`src/rtl/uart_pkg.sv`:
```
// rtl/uart_pkg.sv - shared UART constants
package uart_pkg;

  localparam int UART_DATA_W     = 8;
  localparam int UART_FIFO_DEPTH = 16;

endpackage

```
`src/rtl/uart_fifo_mem.sv`:
```
// rtl/uart_fifo_mem.sv - DEPTH x DATA_W register array, one write port, async read port
module uart_fifo_mem
  import uart_pkg::*;
#(
  parameter int DEPTH  = UART_FIFO_DEPTH,
  parameter int DATA_W = UART_DATA_W,
  localparam int AW    = $clog2(DEPTH)
) (
  input  logic              clk,
  input  logic              we,
  input  logic [AW-1:0]     waddr,
  input  logic [DATA_W-1:0] wdata,
  input  logic [AW-1:0]     raddr,
  output logic [DATA_W-1:0] rdata
);

  logic [DATA_W-1:0] mem_q [DEPTH];

  // Contents are deliberately left unreset; readers gate the output on occupancy.
  always_ff @(posedge clk) begin
    if (we) begin
      mem_q[waddr] <= wdata;
    end
  end

  assign rdata = mem_q[raddr];

endmodule

```
`src/rtl/uart_tx_fifo.sv`:
```
// rtl/uart_tx_fifo.sv - FWFT transmit elastic buffer with level, low-watermark irq and sticky overflow
module uart_tx_fifo
  import uart_pkg::*;
#(
  parameter int DEPTH = UART_FIFO_DEPTH,
  localparam int AW   = $clog2(DEPTH)
) (
  input  logic                   clk,
  input  logic                   rst,
  input  logic                   cfg_flush,
  input  logic [AW:0]            cfg_thresh,
  input  logic                   wr_valid,
  input  logic [UART_DATA_W-1:0] wr_data,
  output logic                   wr_ready,
  input  logic                   wr_ovf,
  output logic                   tx_valid,
  output logic [UART_DATA_W-1:0] tx_data,
  input  logic                   tx_ready,
  output logic [AW:0]            level,
  output logic                   empty,
  output logic                   full,
  output logic                   irq_txlow,
  output logic                   ovf_sticky,
  input  logic                   ovf_clr
);

  localparam logic [AW:0] FULL_LVL = (AW+1)'(DEPTH);

  logic [AW:0]            wptr_q, wptr_d;
  logic [AW:0]            rptr_q, rptr_d;
  logic [AW:0]            level_d;
  logic                   irq_q;
  logic                   ovf_q, ovf_d;
  logic                   push, pop;
  logic [UART_DATA_W-1:0] mem_rdata;

  assign level    = wptr_q - rptr_q;
  assign empty    = (level == '0);
  assign full     = (level == FULL_LVL);
  assign wr_ready = ~full;
  assign tx_valid = ~empty;
  assign tx_data  = empty ? '0 : mem_rdata;

  // A flush cancels both the push and the pop issued in the same cycle.
  assign push = ((wr_valid & wr_ready) | (wr_ovf & ~full)) & ~cfg_flush;
  assign pop  = tx_valid & tx_ready & ~cfg_flush;

  always_comb begin
    wptr_d  = wptr_q + (AW+1)'(push);
    rptr_d  = cfg_flush ? wptr_q : rptr_q + (AW+1)'(pop);
    level_d = wptr_d - rptr_d;
    ovf_d   = ovf_q;
    if (ovf_clr) begin
      ovf_d = 1'b0;
    end
    if (full & (wr_valid | wr_ovf)) begin
      ovf_d = 1'b1;
    end
  end

  always_ff @(posedge clk or negedge rst) begin
    if (!rst) begin
      wptr_q <= '0;
      rptr_q <= '0;
      irq_q  <= 1'b1;
      ovf_q  <= 1'b0;
    end else begin
      wptr_q <= wptr_d;
      rptr_q <= rptr_d;
      irq_q  <= (level_d <= cfg_thresh);
      ovf_q  <= ovf_d;
    end
  end

  assign irq_txlow  = irq_q;
  assign ovf_sticky = ovf_q;

  uart_fifo_mem #(
    .DEPTH  (DEPTH),
    .DATA_W (UART_DATA_W)
  ) u_mem (
    .clk   (clk),
    .we    (push),
    .waddr (wptr_q[AW-1:0]),
    .wdata (wr_data),
    .raddr (rptr_q[AW-1:0]),
    .rdata (mem_rdata)
  );

endmodule

```
`config.mk`:
```
export PLATFORM = sky130hd
export DESIGN_NAME = uart_tx_fifo
export DESIGN_NICKNAME = d
export VERILOG_FILES = /design/src/rtl/uart_pkg.sv /design/src/rtl/uart_fifo_mem.sv /design/src/rtl/uart_tx_fifo.sv
export SDC_FILE = /design/constraint.sdc
export NUM_CORES = 1
export LEC_CHECK = 0
export CORE_MARGIN = 4
export CORE_UTILIZATION = 49
export CTS_CLUSTER_DIAMETER = 50
export DETAILED_ROUTE_END_ITERATION = 16
export PLACE_DENSITY = 0.72
export SETUP_SLACK_MARGIN = 0.2
export SYNTH_ARGS = -nofsm -noshare
export SYNTH_HDL_FRONTEND = slang
export SYNTH_SLANG_ARGS = --single-unit
```
`constraint.sdc`:
```
create_clock -name clk -period 7.35 [get_ports clk]
set_clock_uncertainty 0.1 [all_clocks]
set_input_delay 0.735 -clock clk [delete_from_list [all_inputs] [get_ports clk]]
set_output_delay 0.735 -clock clk [all_outputs]
set_load 0.05 [all_outputs]
```
[After elaboration in Yosys (flattened, before gate mapping)]
Memories as Yosys holds them, arrays and structs flattened.
Index checks and enable logic that the tools add are counted.
Word-level totals
  bits in writable memories: 128
  register bits: 12
  input port bits: 20
  memories kept: 1
Memory list
  u_mem.mem_q: words 16, width 8, rd ports 1, clocked after memory_dff 0, wr ports 1, RTL line uart_fifo_mem.sv:17  | logic [DATA_W-1:0] mem_q [DEPTH];
Operators by class
  $add $sub $neg: 4
  muxes and demuxes: 6
  eq/ne operators: 1
  reduce and logical (&&, ||, !) cells: 2
  magnitude comparators: 1
  bitwise gates (word level): 11
Operator list (number)
  adder 5 x 1 -> 5 bit: 2
  subtractor 5 bit: 2
  two-way mux 8 bit: 1
  AND 1 bit: 6
  equality test 5 bit (second input constant): 1
  less-or-equal comparator 5 bit: 1
  zero test 5 bit: 1
  two-way mux 5 bit: 1
  two-way mux 1 bit: 4
  NOT 1 bit: 3
  OR 1 bit: 2
  nonzero test 2 bit: 1

[Depth between registers and ports, before layout]
Gate-level depths: netlist of the first run.
  depth after elaboration: 9
  mapped depth: 23
  depth with buffers taken out: 20

[Hierarchy]
A second synthesis of the first run with hierarchy kept.
Unflattened totals
  cells, all modules: 356
  area total of the unflattened synthesis: 6209.7 um^2
By module, submodules not included
  uart_fifo_mem: cells an instance 221, area an instance 4987.3 um^2, times used 1
  uart_tx_fifo: cells an instance 135, area an instance 1222.4 um^2, times used 1

[Least setup slack after synthesis of the first run]
Ideal clock, no wire load.
  path type: reg-to-reg
  start point: register rptr_q[1]
  end point: register irq_q, in the netlist irq_txlow
  required time: 7173 ps
  cell stages (with the launch flop): 23
  setup slack: 1891 ps
  period minus slack after synthesis: 5459 ps
  setup time: 77 ps
  arrival time: 5281 ps
  cells stage by stage: dfrtp_1 clkbuf_1 buf_2 buf_2 clkinv_1 ha_1 nor2b_1 o21a_1 or3_1 a221oi_1 buf_2 nor3b_1 ha_1 mux2_2 ha_1 fa_1 xnor2_1 xnor2_1 ha_1 o21a_1 o21a_1 o21a_1 o22ai_1
Between the ends
  longest elaborated chain between the ends: 9
  elaborated cells on any way between the ends: 16
  those cells by class: add/sub (4); order compare (1); eq/ne (1); mux (1); bitwise (8); reduce/logical (1)
RTL lines
  start, declared: RTL line uart_tx_fifo.sv:30  | logic [AW:0] rptr_q, rptr_d;
  start signal, assigned: RTL line uart_tx_fifo.sv:69  | rptr_q <= rptr_d;
  subtractor 5 bit: RTL line uart_tx_fifo.sv:37  | assign level = wptr_q - rptr_q;
  zero test 5 bit: RTL line uart_tx_fifo.sv:38  | assign empty = (level == '0);
  net empty: RTL line uart_tx_fifo.sv:20  | output logic empty,
  NOT 1 bit: RTL line uart_tx_fifo.sv:41  | assign tx_valid = ~empty;
  AND 1 bit (2 in a row): RTL line uart_tx_fifo.sv:46  | assign pop = tx_valid & tx_ready & ~cfg_flush;
  adder 5 x 1 -> 5 bit: RTL line uart_tx_fifo.sv:50  | rptr_d = cfg_flush ? wptr_q : rptr_q + (AW+1)'(pop);
  two-way mux 5 bit: RTL line uart_tx_fifo.sv:50
  net rptr_d[0]: RTL line uart_tx_fifo.sv:30
  subtractor 5 bit: RTL line uart_tx_fifo.sv:51  | level_d = wptr_d - rptr_d;
  less-or-equal comparator 5 bit: RTL line uart_tx_fifo.sv:70  | irq_q <= (level_d <= cfg_thresh);
  end signal, assigned: RTL line uart_tx_fifo.sv:70
  end, declared: RTL line uart_tx_fifo.sv:32  | logic irq_q;
The timed path passes the listed nets, and every way through them passes these cells.
A chain may end at the register's enable or synchronous reset.

[Worst setup path after layout of the first run]
  start point: register rptr_q[2]
  end point: register irq_q, in the netlist irq_txlow
Between the ends
  longest elaborated chain between the ends: 9
  elaborated cells on any way between the ends: 16
  those cells by class: add/sub (4); order compare (1); eq/ne (1); mux (1); bitwise (8); reduce/logical (1)
RTL lines (RTL line)
  subtractor 5 bit: uart_tx_fifo.sv:37
  zero test 5 bit: uart_tx_fifo.sv:38
  NOT 1 bit: uart_tx_fifo.sv:41
  AND 1 bit (2 in a row): uart_tx_fifo.sv:46
  adder 5 x 1 -> 5 bit: uart_tx_fifo.sv:50
  two-way mux 5 bit: uart_tx_fifo.sv:50
  net rptr_d[1]: uart_tx_fifo.sv:30
  subtractor 5 bit: uart_tx_fifo.sv:51
  less-or-equal comparator 5 bit: uart_tx_fifo.sv:70
The timed path passes the listed nets, and every way through them passes these cells.

==> summary.txt, run 1 <==
Route
  – Wire per inst: 20.7 um
  – DRC: 0
  – Vias: 3339
  – DRT iter0 DRCs: around 340
  – Antenna-violating nets left: 0
  – First-pass DRT Iterations: 6
  – Vias per cell: 5.54
  – Routed WL: between 10000 and 15000 um

STA
  – Final Critical Period: 5.35 ns
  – Fin Setup TNS: 0 ns
  – Final period util: about 73%
  – RSZ-0062 raised after global routing: no
  – Max-slew violation count: 0
  – Final setup fails: 0
  – Fmax: 0.187 GHz
  – Worst Tran Pin Value: approximately 0.87 ns
  – Final hold viol count: 0
  – Max-slew headroom: 41.6%

Critical path
  – Crit path cell chain: buf_4 -> clkinv_1 -> ha_1 -> nor2b_1 -> o21a_1 -> or3_1 -> a221oi_1 -> buf_4 -> nor3b_1 -> ha_1 -> ha_1 -> mux2i_1 -> inv_1 -> fa_1 -> xnor2_1 -> xnor2_1 -> ha_1 -> o21a_1 -> o21a_1 -> o21a_1 -> o22ai_1
  – CP arrival: 5.60 ns
  – Nature of the critical path endpoint: flop
  – Worst path slowest cell: ha_1
  – FF-to-FF path depth: 21
  – CP Max Fanout: 28
  – Startpoint Class: flop
  – Kind of critical path: flop to flop
  – R2R setup slack: 2.00 ns
  – Largest delay share family, worst path: adder cells
  – Reg2reg end: irq_txlow
  – RR Startpoint: rptr_q[2]
  – Slowest stage delay, CP: roughly 0.45 ns
  – WP buf/inv: 4
  – Req. time, crit path: 7.59 ns

GRT
  – Global-route wire length before repair: 19800 um
  – Total overflow reported by the global router: 0
  – Total Routing Usage GR: 19.0%
  – Initial antenna violation count: 0
  – Vias in the first global route: between 3000 and 4000
  – Largest net degree at the start of global routing: 34

Status
  – Status: finished, final reports clean

Logic synthesis
  – Multiplexer share of the synthesized area: 12.3%
  – Main combinational cell family by area after synthesis: multiplexers
  – Simple-gate share of the synthesized area: roughly 7.6%
  – Adder-Cell Fraction of Synth Area: 4.26%
  – #FFs+latches synth: 140
  – Area of the mapped netlist: 6110 sq um
  – Syn_area_per_cell: 16.3 sq um
  – Sequential fraction of the synthesis area: 67.8%
  – YS warnings: 0
  – XOR/XNOR Fraction of Synth Area: under 10%
  – Synth cell types: 40
  – Mapped Nets: slightly above 400
  – Post-synthesis cell count: around 380
  – Synth Area in Compound Gates: 3.09%

Clocking
  – Clock-pin slew on the worst setup and hold paths: 0.06 ns
  – CTS tree: built
  – CTS Buffer Depth: 2
  – Worst skew pair latency: approximately 0.42 ns
  – Post-CTS resize count: 0
  – Setup Buffers After CTS: 0
  – CTS Sinks: 140
  – H-tree lvl count: 4
  – Total CTS buffers: 17
  – Root Buffer: clkbuf_16
  – CTS Hold Bufs: 0

Finish
  – # diodes: 0
  – Area grow syn2layout: 19.8%
  – Share of layout cells above drive strength 1: 16.3%
  – Layout net count: 460

Hold path
  – Hold Path Stages: 1
  – Min-Delay Path Class: flop to flop
  – Worst Hold Path EP: wptr_q[4]
  – Min-delay src: wptr_q[4]

Floorplan
  – DIE WIDTH: 120 um
  – Ports: 39
  – Die Area: between 10000 and 15000 sq um
  – # rows: 40
  – Die Span Y: 120 um
  – Initial Util: 50.5%
  – Core area: between 10000 and 15000 sq um

Placement
  – Number of I/O port buffers: 38
  – Global placer's final weighted congestion: between 0.8 and 0.9
  – Final HPWL DP: 8210 um

Flow run
  – Max-Cap Viols: 0
==> final cells by class <==
cell class / count / area [sq um]
Timing Repair Buffer: 43 / 418
Multi-Input combinational cell: 197 / 1810
Tap cell: 168 / 210
Clock inverter: 13 / 221
Clock buffer: 19 / 433
Fill cell: 921 / 4790
Inverter: 23 / 86.3
Sequential cell: 140 / 4150
==> logic make-up (layout without fill, tap and decap cells) <==
| family | count (synthesis) | in the layout |
|---|---|---|
| AND/OR/NAND/NOR | 103 | 103 |
| AO/OA/AOI/OAI | 24 | 24 |
| buffers and inverters | 39 | 98 |
| multiplexers | 35 | 35 |
| XOR/XNOR | 15 | 15 |
| adder cells (fa/ha/maj) | 20 | 20 |
| flip-flops | 140 | 140 |
==> cell usage after synthesis <==
| cell | instances | area [sq um] |
|---|---|---|
| inv_1 | 18 | 67.6 |
| buf_1 | 2 | 7.51 |
| nor2_1 | 21 | 78.8 |
| clkinv_1 | 3 | 11.3 |
| mux2i_1 | 1 | 10.0 |
| ha_1 | 16 | 200 |
| nor3b_1 | 2 | 15.0 |
| nand4b_1 | 1 | 8.76 |
| a21oi_1 | 1 | 5.00 |
| a311oi_1 | 8 | 70.1 |
| clkbuf_1 | 4 | 15.0 |
| maj3_1 | 2 | 20.0 |
| nor2b_1 | 3 | 18.8 |
| nand2_1 | 48 | 180 |
| and2_1 | 2 | 12.5 |
| xor2_1 | 3 | 26.3 |
| buf_6 | 1 | 11.3 |
| a2111oi_2 | 1 | 15.0 |
| edfxtp_1 | 128 | 3840 |
| o22ai_1 | 1 | 6.26 |
| buf_4 | 3 | 22.5 |
| a221oi_1 | 1 | 8.76 |
| fa_1 | 2 | 40.0 |
| and3_1 | 10 | 62.6 |
| o21ai_0 | 2 | 10.0 |
| or3_1 | 3 | 18.8 |
| buf_2 | 6 | 30.0 |
| dfstp_2 | 1 | 26.3 |
| xnor2_1 | 12 | 105 |
| o21a_1 | 7 | 52.6 |
| a22o_1 | 1 | 8.76 |
| inv_2 | 2 | 7.51 |
| nand4_1 | 2 | 12.5 |
| o21ai_1 | 1 | 5.00 |
| nor3_1 | 6 | 30.0 |
| o21bai_1 | 1 | 7.51 |
| nand3_1 | 5 | 25.0 |
| mux2_2 | 2 | 22.5 |
| mux4_2 | 32 | 721 |
| dfrtp_1 | 11 | 275 |
==> metal layers <==
metal	GRT usage [%]	routed length [um]
met1	25.2	5340
met2	30.3	6170
met3	5.42	776
met4	6.66	218
met5	0	0
==> how the worst max path moves through the flow <==
stage | startpoint | endpoint | slack, ns | depth (start not counted)
after floorplan | rptr_q[1] | irq_txlow | 1.89 | 22
after global placement | rptr_q[2] | irq_txlow | 2.17 | 21
after detailed placement | rptr_q[2] | irq_txlow | 2.02 | 21
after CTS | rptr_q[2] | irq_txlow | 2.00 | 21
after global routing | rptr_q[2] | irq_txlow | 1.55 | 20
final | rptr_q[2] | irq_txlow | 2.00 | 21
==> stage by stage <==
stage / hold WS, ns / instance area (sq um) / utilization, % / instances / worst slack [ns]
2_1_floorplan: 0.339 / 6110 / - / 376 / 1.89
3_3_place_gp: 0.396 / 6670 / 55.1 / 571 / 2.17
3_5_place_dp: 0.406 / 6670 / 55.1 / 571 / 2.02
4_1_cts: 0.416 / 7320 / 60.5 / 603 / 2.00
5_1_grt: 0.441 / 7320 / 60.5 / 603 / 1.55
6_report: 0.415 / 7320 / 60.5 / 603 / 2.00
==> flip-flops by register name, summed over array words and instances, names as in the netlist <==
| signal | count |
|---|---|
| u_mem.mem_q | 128 |
| rptr_q | 5 |
| wptr_q | 5 |
| irq_txlow | 1 |
| ovf_sticky | 1 |
==> placed cells by master, fill, tap and decap left out, drive strengths merged, types with 5 or more instances in the layout <==
cell / n
nor2: 21
buf: 5
xnor2: 12
edfxtp: 128
bufinv: 6
clkinv: 9
o21a: 7
clkbuf: 19
inv: 20
nand2: 48
a311oi: 8
clkdlybuf4s50: 38
ha: 16
nor3: 6
mux4: 32
dfrtp: 11
nand3: 5
and3: 10
Power of run 1 is not shown: default switching activity piles up to over one toggle a cycle in this logic, so the estimate is an artifact.
==> inputs of run 2 (changes only) <==
Clock period 7.35 ns to 5.1 ns, I/O delays scaled along.
==> summary.txt, run 2 (same netlist as run 1, synthesis figures left out) <==
STA
  – Final Critical Period: between 4 and 5 ns
  – RSZ-0062 raised after global routing: no
  – Fin Setup TNS: 0 ns
  – Final setup fails: 0
  – Final hold viol count: 0
  – Worst Tran Pin Value: 0.864 ns
  – Fmax: roughly 0.21 GHz
  – Max-slew violation count: 0
  – Max-slew headroom: between 40 and 50%
  – Final period util: 92.4%

Critical path
  – Startpoint Class: flop
  – Slowest stage delay, CP: 0.54 ns
  – WP depth: 19
  – CP arrival: between 4 and 5 ns
  – Nature of the critical path endpoint: flop
  – WP buf/inv: 4
  – Req. time, crit path: 5.33 ns
  – RR Startpoint: wptr_q[0]
  – Largest delay share family, worst path: adder cells
  – Worst path slowest cell: fa_2
  – Crit path to: irq_txlow
  – Reg2reg end: irq_txlow
  – R2R setup slack: 0.39 ns
  – Kind of critical path: flop to flop
  – Start point of the critical path: wptr_q[0]
  – Crit path cell chain: inv_1 -> ha_1 -> fa_1 -> inv_1 -> or3_1 -> a221oi_2 -> nor3b_1 -> ha_1 -> ha_1 -> mux2i_1 -> inv_1 -> fa_2 -> inv_1 -> ha_1 -> nor2b_1 -> o21a_1 -> o21a_1 -> o21a_1 -> o22ai_1
  – FF-to-FF path depth: 19
  – CP Max Fanout: 7

Route
  – Vias per cell: 5.65
  – First-pass DRT Iterations: 5
  – Routed WL: 12900 um
  – Vias: about 3400
  – Antenna-violating nets left: 0
  – DRT iter0 DRCs: around 320
  – Wire per inst: roughly 21 um
  – DRC: 0

GRT
  – Largest net degree at the start of global routing: 34
  – Initial antenna violation count: 0
  – Total overflow reported by the global router: 0
  – Global-route wire length before repair: 20400 um
  – Total Routing Usage GR: around a fifth
  – Vias in the first global route: 3577

Finish
  – Commonest non-fill, non-tap cell in the layout: edfxtp_1
  – Area grow syn2layout: 20.2%
  – Max reg flops: 128
  – Most flop-heavy register: u_mem.mem_q
  – Most frequent cells in the layout: 128 x edfxtp_1, 48 x nand2_1, 36 x clkdlybuf4s50_1
  – Fill cells: 937
  – # diodes: 0
  – Layout net count: ~460
  – Area occupied by multi-input gates: between 1500 and 2000 sq um
  – Register Area: 4150 sq um
  – Regs by FF count: u_mem.mem_q: 128 flops, rptr_q: 5 flops, wptr_q: 5 flops
  – Share of layout cells above drive strength 1: 19.6%

Clocking
  – Worst skew pair latency: approximately 0.41 ns
  – CTS Hold Bufs: 0
  – H-tree lvl count: 4
  – Total CTS buffers: 17
  – CTS tree: built
  – Root Buffer: clkbuf_16
  – Clock-pin slew on the worst setup and hold paths: 0.05 ns
  – CTS Sinks: 140
  – CTS Buffer Depth: 2

Hold path
  – Min-Delay Path Class: input port to async pin

Status
  – Status: finished, final reports clean

Floorplan
  – Die Area: between 10000 and 15000 sq um
  – # rows: 40
  – Ports: 39
  – Core area: about 12000 sq um
  – Die Span Y: 120 um
  – DIE WIDTH: between 100 and 150 um
  – Initial Util: 50.5%

Placement
  – Final HPWL DP: 8500 um
  – Number of I/O port buffers: 38
  – Global placer's final weighted congestion: 0.855

Flow run
  – Max-Cap Viols: 0
==> run 2: what timing repair did <==
action	in CTS	in global routing
gates resized for setup	0	6
setup endpoints to repair	0	1
buffers inserted	0	2
==> run 2: how the worst min path moves through the flow <==
stage / slack [ns] / to / startpoint / cells after the start
final: 0.38 / ovf_sticky / rst / 1
after global routing: 0.42 / wptr_q[2] / rst / 1
after CTS: 0.39 / wptr_q[2] / rst / 1
after detailed placement: 0.40 / wptr_q[4] / wptr_q[4] / 1
after global placement: 0.39 / ovf_sticky / ovf_sticky / 1
after floorplan: 0.11 / ovf_sticky / rst / 0
==> run 2: area by class of cell <==
class	instances	share of cell area, %
Sequential cell	140	56.4
Multi-Input combinational cell	197	24.9
Timing Repair Buffer	46	5.92
Clock buffer	19	5.89
Tap cell	168	2.86
Clock inverter	13	2.69
Inverter	23	1.26
==> run 2: through the flow <==
step	util, %	hold WS (ns)	setup WS (ns)	instance area (sq um)	std cells
2_1_floorplan	-	0.114	0.229	6150	376
3_3_place_gp	55.2	0.391	0.466	6690	572
3_5_place_dp	55.2	0.405	0.287	6690	572
4_1_cts	60.4	0.387	0.266	7320	604
5_1_grt	60.7	0.416	0.203	7350	606
6_report	60.7	0.377	0.386	7350	606
==> run 2: worst register-to-register path, delay by kind of cell, from the launching register on <==
family | cells | cell delay (ns)
DFF | 1 | 0.43
AOI/OAI and AO/OA | 5 | 0.91
buffers and inverters | 4 | 0.32
and+or+nand+nor | 3 | 0.66
muxes | 1 | 0.17
adders and majority gates | 6 | 2.03
==> run 2: per-layer routing <==
metal | vias up | wire length (um) | global-route usage, %
li1 | 1537 | - | -
met1 | 1755 | 5420 | 25.6
met2 | 114 | 6630 | 32.2
met3 | 18 | 662 | 4.57
met4 | 0 | 189 | 6.80
met5 | - | 0 | 0
Power of run 2 is left out for the same reason.
